==> src/rtl/frame_sync_ctrl_if.sv <==
// Bit-stream and frame-qualification signals between the link front end,
// the frame synchronizer and the downstream decoder.
interface frame_sync_ctrl_if #(
  parameter int FRAME_LEN = 32
);
  logic                         bit_en;
  logic                         bit_in;
  logic                         locked;
  logic                         frame_start;
  logic                         payload_en;
  logic                         payload_bit;
  logic                         head_miss;
  logic [$clog2(FRAME_LEN)-1:0] bit_pos;
  logic [1:0]                   state;

  modport master (
    output bit_en, bit_in,
    input  locked, frame_start, payload_en, payload_bit, head_miss, bit_pos, state
  );

  modport slave (
    input  bit_en, bit_in,
    output locked, frame_start, payload_en, payload_bit, head_miss, bit_pos, state
  );
endinterface

==> src/rtl/frame_sync_ctrl.sv <==
// Receive frame synchronizer: hunts for the frame head, confirms it over
// several frames, then flywheels on the frame period and qualifies payload.
//
// state | meaning
// HUNT  | scanning every bit window for the head pattern
// CHECK | head seen, confirming it at the following frame boundaries
// SYNC  | locked; payload qualified, repeated head misses drop lock
module frame_sync_ctrl #(
  parameter int                  HEAD_LEN  = 6,
  parameter logic [HEAD_LEN-1:0] HEAD      = 6'b100101,
  parameter int                  FRAME_LEN = 32,
  parameter int                  LOCK_CNT  = 3,
  parameter int                  LOSS_CNT  = 3
) (
  input logic              clk_sys,
  input logic              reset,
  frame_sync_ctrl_if.slave fs
);
  localparam int PW = $clog2(FRAME_LEN);
  localparam int HW = $clog2(LOCK_CNT + 1);
  localparam int MW = $clog2(LOSS_CNT + 1);
  localparam logic [PW-1:0] POS_LAST = PW'(FRAME_LEN - 1);
  localparam logic [PW-1:0] PAY_LEN  = PW'(FRAME_LEN - HEAD_LEN);

  typedef enum logic [1:0] {
    ST_HUNT  = 2'd0,
    ST_CHECK = 2'd1,
    ST_SYNC  = 2'd2
  } state_t;

  state_t              r_state, w_state_nxt;
  logic [HEAD_LEN-1:0] r_shreg, w_shreg_nxt;
  logic [PW-1:0]       r_pos, w_pos_nxt;
  logic [HW-1:0]       r_hits, w_hits_nxt;
  logic [MW-1:0]       r_misses, w_misses_nxt;
  logic                r_frame_start, w_frame_start_nxt;
  logic                r_payload_en, w_payload_en_nxt;
  logic                r_payload_bit, w_payload_bit_nxt;
  logic                r_head_miss, w_head_miss_nxt;

  logic [HEAD_LEN-1:0] w_cand;
  logic                w_match;
  logic                w_slot;
  logic [HW-1:0]       w_hits_inc;
  logic [MW-1:0]       w_misses_inc;

  assign w_cand       = {r_shreg[HEAD_LEN-2:0], fs.bit_in};
  assign w_match      = (w_cand == HEAD);
  assign w_slot       = (r_pos == POS_LAST);
  assign w_hits_inc   = r_hits + HW'(1);
  assign w_misses_inc = r_misses + MW'(1);

  always_ff @(posedge clk_sys) begin
    if (reset) begin
      r_state       <= ST_HUNT;
      r_shreg       <= '0;
      r_pos         <= '0;
      r_hits        <= '0;
      r_misses      <= '0;
      r_frame_start <= 1'b0;
      r_payload_en  <= 1'b0;
      r_payload_bit <= 1'b0;
      r_head_miss   <= 1'b0;
    end else begin
      r_state       <= w_state_nxt;
      r_shreg       <= w_shreg_nxt;
      r_pos         <= w_pos_nxt;
      r_hits        <= w_hits_nxt;
      r_misses      <= w_misses_nxt;
      r_frame_start <= w_frame_start_nxt;
      r_payload_en  <= w_payload_en_nxt;
      r_payload_bit <= w_payload_bit_nxt;
      r_head_miss   <= w_head_miss_nxt;
    end
  end

  // Outside HUNT the head is only examined at the check slot; the slot bit
  // itself is never reused as a fresh head candidate.
  always_comb begin
    w_state_nxt  = r_state;
    w_shreg_nxt  = r_shreg;
    w_pos_nxt    = r_pos;
    w_hits_nxt   = r_hits;
    w_misses_nxt = r_misses;
    if (fs.bit_en) begin
      w_shreg_nxt = w_cand;
      case (r_state)
        ST_HUNT: begin
          w_pos_nxt = '0;
          if (w_match) begin
            w_state_nxt = ST_CHECK;
            w_hits_nxt  = HW'(1);
          end
        end
        ST_CHECK: begin
          if (w_slot) begin
            w_pos_nxt = '0;
            if (w_match) begin
              w_hits_nxt = w_hits_inc;
              if (w_hits_inc == HW'(LOCK_CNT)) begin
                w_state_nxt  = ST_SYNC;
                w_misses_nxt = '0;
              end
            end else begin
              w_state_nxt = ST_HUNT;
            end
          end else begin
            w_pos_nxt = r_pos + PW'(1);
          end
        end
        ST_SYNC: begin
          if (w_slot) begin
            w_pos_nxt = '0;
            if (w_match) begin
              w_misses_nxt = '0;
            end else begin
              w_misses_nxt = w_misses_inc;
              if (w_misses_inc == MW'(LOSS_CNT)) begin
                w_state_nxt = ST_HUNT;
              end
            end
          end else begin
            w_pos_nxt = r_pos + PW'(1);
          end
        end
        default: begin
          w_state_nxt = ST_HUNT;
          w_pos_nxt   = '0;
        end
      endcase
    end
  end

  always_comb begin
    w_payload_en_nxt  = fs.bit_en && (r_state == ST_SYNC) && (r_pos < PAY_LEN);
    w_frame_start_nxt = w_payload_en_nxt && (r_pos == '0);
    w_payload_bit_nxt = w_payload_en_nxt ? fs.bit_in : r_payload_bit;
    w_head_miss_nxt   = fs.bit_en && w_slot && !w_match &&
                        ((r_state == ST_CHECK) || (r_state == ST_SYNC));
  end

  assign fs.locked      = (r_state == ST_SYNC);
  assign fs.state       = r_state;
  assign fs.bit_pos     = r_pos;
  assign fs.frame_start = r_frame_start;
  assign fs.payload_en  = r_payload_en;
  assign fs.payload_bit = r_payload_bit;
  assign fs.head_miss   = r_head_miss;
endmodule

==> src/flat_wrapper.sv <==
// flat-port wrapper written by rule: the top's interface ports become plain ports
module frame_sync_ctrl_flat 
#(
  parameter int                  HEAD_LEN  = 6,
  parameter logic [HEAD_LEN-1:0] HEAD      = 6'b100101,
  parameter int                  FRAME_LEN = 32,
  parameter int                  LOCK_CNT  = 3,
  parameter int                  LOSS_CNT  = 3
)
  (clk_sys, reset, fs_bit_en, fs_bit_in, fs_locked, fs_frame_start, fs_payload_en, fs_payload_bit, fs_head_miss, fs_bit_pos, fs_state);
  frame_sync_ctrl_if #(.FRAME_LEN(FRAME_LEN)) fs_i ();
  input logic clk_sys;
  input logic reset;
  input wire logic [$bits(fs_i.bit_en)-1:0] fs_bit_en;
  input wire logic [$bits(fs_i.bit_in)-1:0] fs_bit_in;
  output wire logic [$bits(fs_i.locked)-1:0] fs_locked;
  output wire logic [$bits(fs_i.frame_start)-1:0] fs_frame_start;
  output wire logic [$bits(fs_i.payload_en)-1:0] fs_payload_en;
  output wire logic [$bits(fs_i.payload_bit)-1:0] fs_payload_bit;
  output wire logic [$bits(fs_i.head_miss)-1:0] fs_head_miss;
  output wire logic [$bits(fs_i.bit_pos)-1:0] fs_bit_pos;
  output wire logic [$bits(fs_i.state)-1:0] fs_state;
  assign fs_i.bit_en = fs_bit_en;
  assign fs_i.bit_in = fs_bit_in;
  assign fs_locked = fs_i.locked;
  assign fs_frame_start = fs_i.frame_start;
  assign fs_payload_en = fs_i.payload_en;
  assign fs_payload_bit = fs_i.payload_bit;
  assign fs_head_miss = fs_i.head_miss;
  assign fs_bit_pos = fs_i.bit_pos;
  assign fs_state = fs_i.state;
  frame_sync_ctrl #(.HEAD_LEN(HEAD_LEN), .HEAD(HEAD), .FRAME_LEN(FRAME_LEN), .LOCK_CNT(LOCK_CNT), .LOSS_CNT(LOSS_CNT)) u_core (.clk_sys(clk_sys), .reset(reset), .fs(fs_i));
endmodule
==> config.mk <==
export PLATFORM = sky130hd
export DESIGN_NAME = frame_sync_ctrl_flat
export DESIGN_NICKNAME = d
export VERILOG_FILES = /design/src/rtl/frame_sync_ctrl_if.sv /design/src/rtl/frame_sync_ctrl.sv /design/src/flat_wrapper.sv
export SDC_FILE = /design/constraint.sdc
export NUM_CORES = 1
export LEC_CHECK = 0
export CORE_MARGIN = 2
export CORE_UTILIZATION = 55
export CTS_BUF_LIST = sky130_fd_sc_hd__clkbuf_8
export DETAILED_ROUTE_END_ITERATION = 8
export PLACE_DENSITY = 0.89
export SYNTH_ARGS = -nofsm -noshare
export SYNTH_HDL_FRONTEND = slang
export SYNTH_SLANG_ARGS = --single-unit
==> constraint.sdc <==
create_clock -name clk_sys -period 3.26 [get_ports clk_sys]
set_clock_uncertainty 0.05 [all_clocks]
set_input_delay 0.326 -clock clk_sys [delete_from_list [all_inputs] [get_ports clk_sys]]
set_output_delay 0.326 -clock clk_sys [all_outputs]
set_load 0.01 [all_outputs]
==> impl_metrics.py <==
metrics = {
    "logic_synthesis": {
        "synth-async-reset-ratio": 0,
        "synth_mux_area_frac": 0.0782,
        "synthesis.nets": 128,
        "synth_compound_area_frac": 0.136,
        "ys_seq_area_frac": 0.385,
        "synth_ff_type": "dfxtp_1",
        "synth-edff-count": 0,
        "ys_types": 35,
        "synth_fa_ha_area_frac": 0.108,
        "ys_ff_latch": 20,
        "synth-warning-count": 0,
        "syn_area_per_cell_um2": 9.04,
        "syn_inst": 115,
        "synth_xor_xnor_area_share": 0.00842,
        "yosys.area_share.simple": 0.244,
        "syn_area_um2": 1040,
        "synth_top_family_by_area": "simple AND/OR/NAND/NOR gates",
    },
    "setup_path": {
        "worst_path_largest_cell_delay_ps": 430,
        "worstSetupEndpointType": "flop",
        "cpMaxStageDelayCell": "dfxtp_1",
        "cp_cell_sequence": "ha_1 > and3_1 > ha_1 > mux2_2 > nand4_1 > or3b_1 > a21oi_1",
        "worstSetupStartpointType": "flop",
        "worst-setup-path-type": "reg2reg",
        "crit_fanout": 6,
        "crit_top_cell": "ha_1",
        "required_ps": 3390,
        "arrival_ps": 2210,
    },
    "route": {
        "routed_via_density": 5.64,
        "totalWireLength_mm": 2.17,
        "route.detailed.drc": 0,
        "wl_per_cell_um": 13.9,
        "num_vias": 880,
        "drtIter0Drc": 26,
        "dr.pass1.iters": 5,
        "drtAntennaViolNets": 0,
    },
    "placed_design": {
        "gp_congestion": 0.836,
        "placed_cells": 152,
        "numPortBuffers": 15,
        "dpl.hpwl_mm": 1.55,
    },
    "status": {
        "status": "complete, no violations",
    },
    "global_route": {
        "grt_usage": 0.220,
        "grt_pass1_wl_mm": 3.42,
        "grt-ovfl-total": 0,
        "grt_pass1_vias": 819,
        "grt_max_degree": 21,
        "antenna_found_initial": 0,
    },
    "floorplanning": {
        "num_io_pins": 16,
        "dieWidth_um": 47.5,
        "start_util": 0.596,
        "die_h_um": 47.5,
        "row_count": 15,
        "core-area_um2": 1750,
        "die_area_um2": 2250,
    },
    "power": {
        "vdd.ir_drop.worst_mv": 0.266,
        "powerDensity_nw_per_um2": 356,
        "p_leak_nw": 0.479,
    },
    "layout": {
        "nets": 145,
        "drive_above_1_share": 0.0611,
        "final_cell_mix": "20 x dfxtp_1, 15 x clkdlybuf4s50_1, 14 x nor2_1",
        "antennaDiodeCount": 0,
        "syn2layout_area_growth_pct": 22.0,
        "multi_input_area_um2": 598,
        "instances_no_fill": 156,
        "final_common_cell": "dfxtp_1",
        "fillers": 132,
        "register_area_um2": 400,
    },
    "hold_path": {
        "hp-class": "reg2reg",
    },
    "flow_run": {
        "drv_cap": 0,
    },
    "clock_tree": {
        "htree_num_levels": 1,
        "cts.path.max_buffers": 2,
        "cts.sinks": 20,
        "cts_tree": "built",
        "ctsHoldBuffers": 0,
        "root_buffer": "clkbuf_8",
        "post_cts_buffers": 0,
        "clkTransAtPathRegs_ps": 70,
        "cts-buffers-inserted": 3,
        "cts_resized": 0,
        "clkLatencyLatePin_ps": 260,
    },
    "timing": {
        "finalMaxSlewViolations": 0,
        "relSlewSlack": 0.540,
        "fmax_mhz": 481,
        "final-setup-viol-count": 0,
        "worstMarginPinSlew_ps": 688,
        "rsz0062_at_grt": "false",
        "post-route-min-period_ps": 2080,
        "final-hold-violation-count": 0,
        "timing.final.crit_share": 0.638,
        "fin_setup_tns_ps": 0,
    },
}
layout make-up:
type                    count  share of cell area
clock buffers               4              0.0434
inverters                   7              0.0207
multi-input cells          84               0.471
flip-flops and latches     20               0.316
well taps                  25              0.0247
repair buffers             16               0.124
routing by layer:
layer	part of all wire	track usage	up-vias
li1	-	-	439
met3	0.050	0.0340	4
met4	0.013	0.133	0
met2	0.50	0.359	25
met1	0.43	0.270	412
met5	0	0	-
flip-flops by register name (all words and copies together) (netlist names):
name	cells
u_core.fs.bit_pos	5
u_core.r_shreg	5
u_core.fs.state	2
u_core.r_hits	2
u_core.r_misses	2
u_core.fs.frame_start	1
u_core.fs.head_miss	1
u_core.fs.payload_bit	1
u_core.fs.payload_en	1
logic make-up after synthesis:
| group | Yosys count |
|---|---|
| mux | 8 |
| buf+inv | 11 |
| compound gates | 21 |
| fa+ha+maj | 9 |
| xor+xnor | 1 |
| flops | 20 |
| simple gates | 45 |
synthesized netlist by cell type, types with 2 or more instances:
cell,count,area share
nand2_1,6,0.022
nand2b_1,4,0.024
nor2_1,14,0.051
ha_1,9,0.11
mux2i_1,7,0.067
inv_1,7,0.025
nand4_1,2,0.012
dfxtp_1,20,0.39
nor2b_1,3,0.018
o211ai_1,2,0.014
nand3_1,2,0.0096
a21oi_1,7,0.034
clkbuf_1,4,0.014
nor3_1,2,0.0096
or4_1,2,0.014
o21ai_0,4,0.019
a211oi_1,2,0.014
worst max-delay path: cells and delay by family (launching register included):
kind | cells | cell delay [ps]
adder cells (fa/ha/maj) | 2 | 450
AND/OR/NAND/NOR | 3 | 770
flip-flops | 1 | 430
AO/OA/AOI/OAI | 1 | 140
multiplexers | 1 | 170
per-stage QoR:
stage / area, um2 / setup slack (ps) / hold slack (ps) / power, mW / utilization
after floorplan: 1040 / 1370 / 356 / 0.264 / -
after global placement: 1210 / 1230 / 393 / 0.270 / 0.695
after detailed placement: 1210 / 1170 / 411 / 0.271 / 0.695
after CTS: 1270 / 1200 / 423 / 0.453 / 0.727
after global routing: 1270 / 1050 / 447 / 0.469 / 0.727
final: 1270 / 1180 / 421 / 0.451 / 0.727
worst paths after layout:
path,cells past startpoint,slack (ps),end,start
hold reg to reg,2,420,u_core.r_hits[1]$_SDFFE_PP0P_,u_core.r_hits[1]$_SDFFE_PP0P_
setup reg to reg,7,1180,u_core.r_hits[1]$_SDFFE_PP0P_,u_core.fs.bit_pos[1]$_SDFFE_PP0P_
hold / removal,2,420,u_core.r_hits[1]$_SDFFE_PP0P_,u_core.r_hits[1]$_SDFFE_PP0P_
setup / recovery,7,1180,u_core.r_hits[1]$_SDFFE_PP0P_,u_core.fs.bit_pos[1]$_SDFFE_PP0P_
where the power goes:
group	internal (mW)	switching (mW)
registers	0.246	0.00118
logic	0.00797	0.0107
clock network	0.107	0.0785
total	0.361	0.0904
(Power assumes the default switching activity.)
